`config.mk`:
```
export PLATFORM = sky130hd
export DESIGN_NAME = sha256_stream_ctrl
export DESIGN_NICKNAME = d
export VERILOG_FILES = /design/src/rtl/sha256_pkg.sv /design/src/rtl/sha256_stream_ctrl_pad.sv /design/src/rtl/sha256_stream_ctrl.sv
export SDC_FILE = /design/constraint.sdc
export NUM_CORES = 2
export LEC_CHECK = 0
export CORE_AREA = 2 2 511 513
export DETAILED_ROUTE_END_ITERATION = 6
export DIE_AREA = 0 0 513 515
export GPL_ROUTABILITY_DRIVEN = 1
export HOLD_SLACK_MARGIN = 0.03
export PLACE_DENSITY = 0.43
export REMOVE_ABC_BUFFERS = 1
export SYNTH_ARGS = -nofsm -noshare
export SYNTH_HDL_FRONTEND = slang
export SYNTH_SLANG_ARGS = --single-unit
```
`constraint.sdc`:
```
create_clock -name clk -period 28.2 [get_ports clk]
set_input_delay 5.64 -clock clk [delete_from_list [all_inputs] [get_ports clk]]
set_output_delay 5.64 -clock clk [all_outputs]
set_load 0.01 [all_outputs]
```
`src/rtl/sha256_pkg.sv`:
```
// Shared SHA-256 definitions: controller state encoding, block geometry,
// the padding marker and the initial hash value used by the core.
package sha256_pkg;

   typedef enum logic [2:0] {
      ST_IDLE,
      ST_FILL,
      ST_ISSUE,
      ST_WAIT_CLR,
      ST_WAIT_DONE,
      ST_EXTRA,
      ST_OUT
   } state_t;

   localparam int         BLOCK_WORDS = 16;
   localparam int         LEN_WORD_HI = 14;
   localparam logic [7:0] PAD_BYTE    = 8'h80;

   localparam logic [31:0] H0 = 32'h6a09e667;
   localparam logic [31:0] H1 = 32'hbb67ae85;
   localparam logic [31:0] H2 = 32'h3c6ef372;
   localparam logic [31:0] H3 = 32'ha54ff53a;
   localparam logic [31:0] H4 = 32'h510e527f;
   localparam logic [31:0] H5 = 32'h9b05688c;
   localparam logic [31:0] H6 = 32'h1f83d9ab;
   localparam logic [31:0] H7 = 32'h5be0cd19;
   localparam logic [255:0] IV = {H0, H1, H2, H3, H4, H5, H6, H7};

   // Byte count of a final word; 0 and anything above 4 mean a full word.
   function automatic logic [2:0] norm_bytes(input logic [2:0] b);
      return ((b == 3'd0) || (b > 3'd4)) ? 3'd4 : b;
   endfunction

endpackage

```
`src/rtl/sha256_stream_ctrl_pad.sv`:
```
// Final-word padding: keeps the valid leading bytes, zeroes the rest and
// places the 0x80 marker right after the last valid byte. A full word has
// no room for the marker, which is flagged as a spill into the next word.
module sha256_pad_word
   import sha256_pkg::*;
(
   input  logic [31:0] word,
   input  logic [2:0]  nbytes,
   output logic [31:0] padded,
   output logic        spill
);

   logic [2:0] n;

   // Mask and marker insertion selected by the normalized byte count.
   always_comb begin
      n     = norm_bytes(nbytes);
      spill = (n == 3'd4);
      case (n)
         3'd1:    padded = {word[31:24], PAD_BYTE, 16'h0000};
         3'd2:    padded = {word[31:16], PAD_BYTE, 8'h00};
         3'd3:    padded = {word[31:8], PAD_BYTE};
         default: padded = word;
      endcase
   end

endmodule

```
`src/rtl/sha256_stream_ctrl.sv`:
```
// Streaming SHA-256 front end: packs 32-bit message words into 512-bit
// blocks, pads and appends the bit length, sequences the core block by
// block with hash chaining, and returns the digest on a valid/ready port.
//
// state        | meaning
// -------------+-----------------------------------------------------
// ST_IDLE      | no message in progress, waiting for the first word
// ST_FILL      | accepting message words into the block buffer
// ST_ISSUE     | one-cycle start pulse to the core
// ST_WAIT_CLR  | waiting for the core to drop its stale done flag
// ST_WAIT_DONE | waiting for the core to finish the current block
// ST_EXTRA     | building the trailing padding/length-only block
// ST_OUT       | digest held valid until accepted
module sha256_stream_ctrl
   import sha256_pkg::*;
#(
   parameter int LEN_W = 32
) (
   input  logic         clk,
   input  logic         rst,
   input  logic         s_valid,
   output logic         s_ready,
   input  logic [31:0]  s_data,
   input  logic         s_last,
   input  logic [2:0]   s_bytes,
   output logic         d_valid,
   input  logic         d_ready,
   output logic [255:0] digest,
   output logic         busy,
   output logic         core_start,
   output logic [511:0] core_block,
   output logic [255:0] core_hash_init,
   output logic         core_use_init,
   input  logic [255:0] core_hash_out,
   input  logic         core_ready
);

   state_t           state, state_nxt;
   logic [3:0]       widx;
   logic [LEN_W-1:0] byte_cnt;
   logic             first, fin, extra, extra80;
   logic [511:0]     blk;
   logic [255:0]     digest_q;
   logic [31:0]      pad_data;
   logic             pad_spill;
   logic [LEN_W-1:0] cnt_add, cnt_nxt;
   logic [4:0]       nxt_free;
   logic [63:0]      len_fill, len_extra;

   sha256_pad_word u_pad (
      .word   (s_data),
      .nbytes (s_bytes),
      .padded (pad_data),
      .spill  (pad_spill)
   );

   assign cnt_add   = s_last ? LEN_W'(norm_bytes(s_bytes)) : LEN_W'(4);
   assign cnt_nxt   = byte_cnt + cnt_add;
   assign nxt_free  = {1'b0, widx} + (pad_spill ? 5'd2 : 5'd1);
   assign len_fill  = 64'({cnt_nxt, 3'b000});
   assign len_extra = 64'({byte_cnt, 3'b000});

   assign core_block     = blk;
   assign core_hash_init = core_hash_out;
   assign core_use_init  = ~first;
   assign digest         = digest_q;

   // State register.
   always_ff @(posedge clk or posedge rst) begin
      if (rst) state <= ST_IDLE;
      else     state <= state_nxt;
   end

   // Next-state decode and handshake/strobe outputs.
   always_comb begin
      state_nxt  = state;
      s_ready    = 1'b0;
      d_valid    = 1'b0;
      core_start = 1'b0;
      busy       = (state != ST_IDLE);
      case (state)
         ST_IDLE:      if (s_valid) state_nxt = ST_FILL;
         ST_FILL: begin
            s_ready = 1'b1;
            if (s_valid && (s_last || (widx == 4'd15))) state_nxt = ST_ISSUE;
         end
         ST_ISSUE: begin
            core_start = 1'b1;
            state_nxt  = ST_WAIT_CLR;
         end
         ST_WAIT_CLR:  if (!core_ready) state_nxt = ST_WAIT_DONE;
         ST_WAIT_DONE: if (core_ready) state_nxt = fin ? ST_OUT : (extra ? ST_EXTRA : ST_FILL);
         ST_EXTRA:     state_nxt = ST_ISSUE;
         ST_OUT: begin
            d_valid = 1'b1;
            if (d_ready) state_nxt = ST_IDLE;
         end
         default:      state_nxt = ST_IDLE;
      endcase
   end

   // Block buffer, counters, message flags and digest capture.
   always_ff @(posedge clk or posedge rst) begin
      if (rst) begin
         widx     <= '0;
         byte_cnt <= '0;
         first    <= 1'b1;
         fin      <= 1'b0;
         extra    <= 1'b0;
         extra80  <= 1'b0;
         blk      <= '0;
         digest_q <= '0;
      end else begin
         case (state)
            ST_IDLE: if (s_valid) begin
               widx     <= '0;
               byte_cnt <= '0;
               first    <= 1'b1;
               fin      <= 1'b0;
               extra    <= 1'b0;
               extra80  <= 1'b0;
            end
            ST_FILL: if (s_valid) begin
               byte_cnt <= cnt_nxt;
               widx     <= widx + 4'd1;
               if (!s_last) begin
                  blk[511-32*int'(widx) -: 32] <= s_data;
                  fin   <= 1'b0;
                  extra <= 1'b0;
               end else begin
                  for (int i = 0; i < BLOCK_WORDS; i++) begin
                     if (i == int'(widx))
                        blk[511-32*i -: 32] <= pad_data;
                     else if (i > int'(widx))
                        blk[511-32*i -: 32] <= (pad_spill && (i == int'(widx) + 1)) ?
                                               {PAD_BYTE, 24'h0} : 32'h0;
                  end
                  if (nxt_free <= 5'(LEN_WORD_HI)) begin
                     blk[511-32*LEN_WORD_HI -: 64] <= len_fill;
                     fin     <= 1'b1;
                     extra   <= 1'b0;
                     extra80 <= 1'b0;
                  end else begin
                     fin     <= 1'b0;
                     extra   <= 1'b1;
                     extra80 <= pad_spill && (widx == 4'd15);
                  end
               end
            end
            ST_WAIT_DONE: if (core_ready) begin
               first <= 1'b0;
               widx  <= '0;
               if (fin) digest_q <= core_hash_out;
            end
            ST_EXTRA: begin
               blk <= '0;
               blk[511 -: 32] <= extra80 ? {PAD_BYTE, 24'h0} : 32'h0;
               blk[511-32*LEN_WORD_HI -: 64] <= len_extra;
               fin   <= 1'b1;
               extra <= 1'b0;
            end
            ST_OUT: if (d_ready) digest_q <= '0;
            default: ;
         endcase
      end
   end

endmodule

```
==> results.py <==
metrics = {
    "finish": {
        "synthToLayoutAreaGrowth_pct": 53.8,
        "mostFrequentLayoutCells": "clkdlybuf4s50_1 (1,312), nand2_1 (845), dfrtp_1 (810)",
        "final_util_pct": 21.1,
        "drive_above_1_share_pct": 7.01,
        "nets": 4908,
        "final_common_cell": "clkdlybuf4s50_1",
    },
    "drt": {
        "first_pass_iters": 5,
        "drc": 0,
        "drtIter0Drc": 2799,
        "wire_per_inst_um": 31.7,
        "via_per_inst": 4.07,
        "dr_total_vias": 33009,
        "antenna_left": 0,
        "wirelength_um": 257000,
    },
    "critical_path": {
        "worst_path_most_repeated_cell": "clkdlybuf4s50_1",
        "crit_buf_inv": 2,
        "path_depth": 2,
        "path_class": "in -> out",
        "crit_path_end_kind": "primary output",
        "slowest_stage": "clkdlybuf4s50_1",
        "worst_r2r_path_depth": 8,
        "cp-start-kind": "input pin",
        "crit_chain": "clkdlybuf4s50_1, clkdlybuf4s50_1",
        "cp.arrival_ns": 7.42,
        "path_max_fanout": 2,
        "max_stage_delay_ns": 1.04,
        "cp.required_ns": 22.56,
        "critical-path-top-delay-family": "buffers and inverters",
    },
    "power": {
        "cellLeakagePower_nw": 23.1,
        "pwr-share-comb_pct": 35.7,
        "clkPwrFrac_pct": 30.7,
        "power_switching_mw": 1.79,
        "p_int_mw": 2.86,
        "switching_share_pct": 38.4,
        "p_total_mw": 4.65,
        "ir_drop_uv": 49.4,
        "p_per_area_mw_per_mm2": 85.1,
        "pwr-share-seq_pct": 33.7,
    },
    "logic_synthesis": {
        "synth_edf_count": 0,
        "synth_top_family_by_area": "compound AO/OA/AOI/OAI gates",
        "syn_inst": 3587,
        "ys_ff_latch": 811,
        "yosys.area_share.simple_pct": 13.2,
        "synth_fa_ha_area_share_pct": 0.584,
        "synth_area_mm2": 0.0355,
        "synthDistinctLibCells": 85,
        "synth_async_sr_flop_share_pct": 100,
        "ys_seq_area_share_pct": 57.1,
        "yosys_warnings": 0,
        "syn_area_per_cell_um2": 9.91,
        "yosys.area_share.xor_xnor_pct": 0.813,
        "synth_compound_area_share_pct": 19.7,
        "synth_top_flop_cell": "dfrtp_1",
        "synth_mux_area_share_pct": 0.0915,
    },
    "clock_network": {
        "postCtsResizedCells": 0,
        "cts_root_buffer": "clkbuf_16",
        "cts_tree": "yes",
        "numCtsBuffers": 103,
        "clockBufferDepth": 3,
        "clkTransAtPathRegs_ns": 0.05,
        "cts-htree-levels": 3,
        "clock_latency_ns": 0.78,
        "hold_buffers": 0,
        "cts.sink_count": 811,
        "cts_setup_buffers": 0,
    },
    "placed_design": {
        "pre_cts_slack_ns": 15.15,
        "dp_hpwl_um": 202000,
        "port-buffer-count": 1325,
        "routabilityCongestion": 1.03,
    },
    "grt": {
        "grt_max_degree": 242,
        "grt_pass1_vias": 32053,
        "grt_util_all_layers_pct": 18.8,
        "overflow": 0,
        "grt_pass1_wl_um": 332000,
        "antenna_found_initial": 61,
    },
    "timing": {
        "max_clock_freq_mhz": 76.6,
        "maxSlewHeadroom_pct": 10.0,
        "finalCriticalPeriod_ns": 13.06,
        "worst_slack_ns": 15.14,
        "setup_viol": 0,
        "finalMaxSlewViolations": 0,
        "finalCritPeriodShare_pct": 46.3,
        "worst_pin_slew_ns": 1.34,
        "finClkSkew_ns": 0.0870,
        "rsz0062_at_grt": "false",
        "tns_ns": 0,
        "hold_viol": 0,
        "fin_hold_ws_ns": 0.476,
    },
    "job": {
        "cap_viol_max_count": 0,
    },
    "min_path": {
        "hold_depth": 2,
        "hold_class": "reg -> reg",
    },
    "floorplan": {
        "fp.dieArea_mm2": 0.264,
        "die_y_um": 515,
        "pin_count": 1326,
        "fp.dieW_um": 513,
        "start_util_pct": 13.7,
        "rows": 187,
        "core_mm2": 0.259,
    },
    "outcome": {
        "run_status": "complete, no violations",
    },
}
==> flip-flops by register name, indices dropped and copies added (netlist names) <==
register,cells
digest,256
first,1
extra,1
fin,1
state,3
byte_cnt,32
core_block,512
extra80,1
widx,4
==> synthesized netlist by cell type, types with 25 or more instances <==
| cell type | instances | share of area, % |
|---|---|---|
| buf_2 | 28 | 0.39 |
| nand3_1 | 26 | 0.37 |
| o21ai_0 | 467 | 6.6 |
| a22o_1 | 294 | 7.2 |
| o31ai_1 | 52 | 1.1 |
| buf_1 | 25 | 0.26 |
| nor2_1 | 102 | 1.1 |
| dfrtp_1 | 810 | 57 |
| a21oi_1 | 78 | 1.1 |
| clkbuf_1 | 204 | 2.2 |
| buf_4 | 258 | 5.4 |
| nand2_1 | 852 | 9.0 |
| o22ai_1 | 33 | 0.58 |
| nor3_1 | 29 | 0.41 |
==> power by group through the flow <==
stage | Clock (mW) | Combinational (mW) | Sequential, mW
5_1_grt | 1.51 | 1.76 | 1.59
3_5_place_dp | 0 | 1.69 | 1.58
2_1_floorplan | 0 | 0.436 | 1.66
4_1_cts | 1.47 | 1.70 | 1.56
3_3_place_gp | 0 | 1.69 | 1.57
6_report | 1.43 | 1.66 | 1.56
==> layer usage <==
| metal | share of wire [%] | track usage, % | wire length, µm |
|---|---|---|---|
| met2 | 47 | 31.0 | 121000 |
| met3 | 6.9 | 4.26 | 17900 |
| met1 | 44 | 24.6 | 112000 |
| met5 | 0.066 | 0 | 169 |
| met4 | 2.4 | 4.87 | 6150 |
==> final timing paths <==
kind | slack [ns] | endpoint | startpoint
max | 15.14 | core_hash_init[9] | core_hash_out[9]
min | 0.48 | digest[4] | digest[4]
max reg2reg | 24.08 | core_block[393] | state[2]
min reg2reg | 0.48 | digest[4] | digest[4]
max in group asynchronous | 18.97 | core_block[240] | rst
min in group asynchronous | 5.37 | digest[167] | rst
==> metrics by stage <==
stage,std cells,cell area [µm²]
2_1_floorplan,3071,32600
3_3_place_gp,7892,51000
3_5_place_dp,7892,51000
4_1_cts,8079,54600
5_1_grt,8083,54600
6_report,8106,54700
==> area by class of cell <==
cell class                 count  area, µm²
fill                       28218     204000
sequential                   811      20300
timing repair buffer        1419      13900
multi-input combinational   2234      12400
tap                         3402       4260
clock buffer                 133       2860
clock inverter                54        737
inverter                      26        105
antenna                       27       67.6
==> cells by family after synthesis <==
group | Yosys count
flip-flops | 811
multiplexers | 3
AND/OR/NAND/NOR | 1126
adder cells (fa/ha/maj) | 16
AO/OA/AOI/OAI | 1056
buffers and inverters | 542
XOR/XNOR | 33
(Power assumes the default switching activity.)
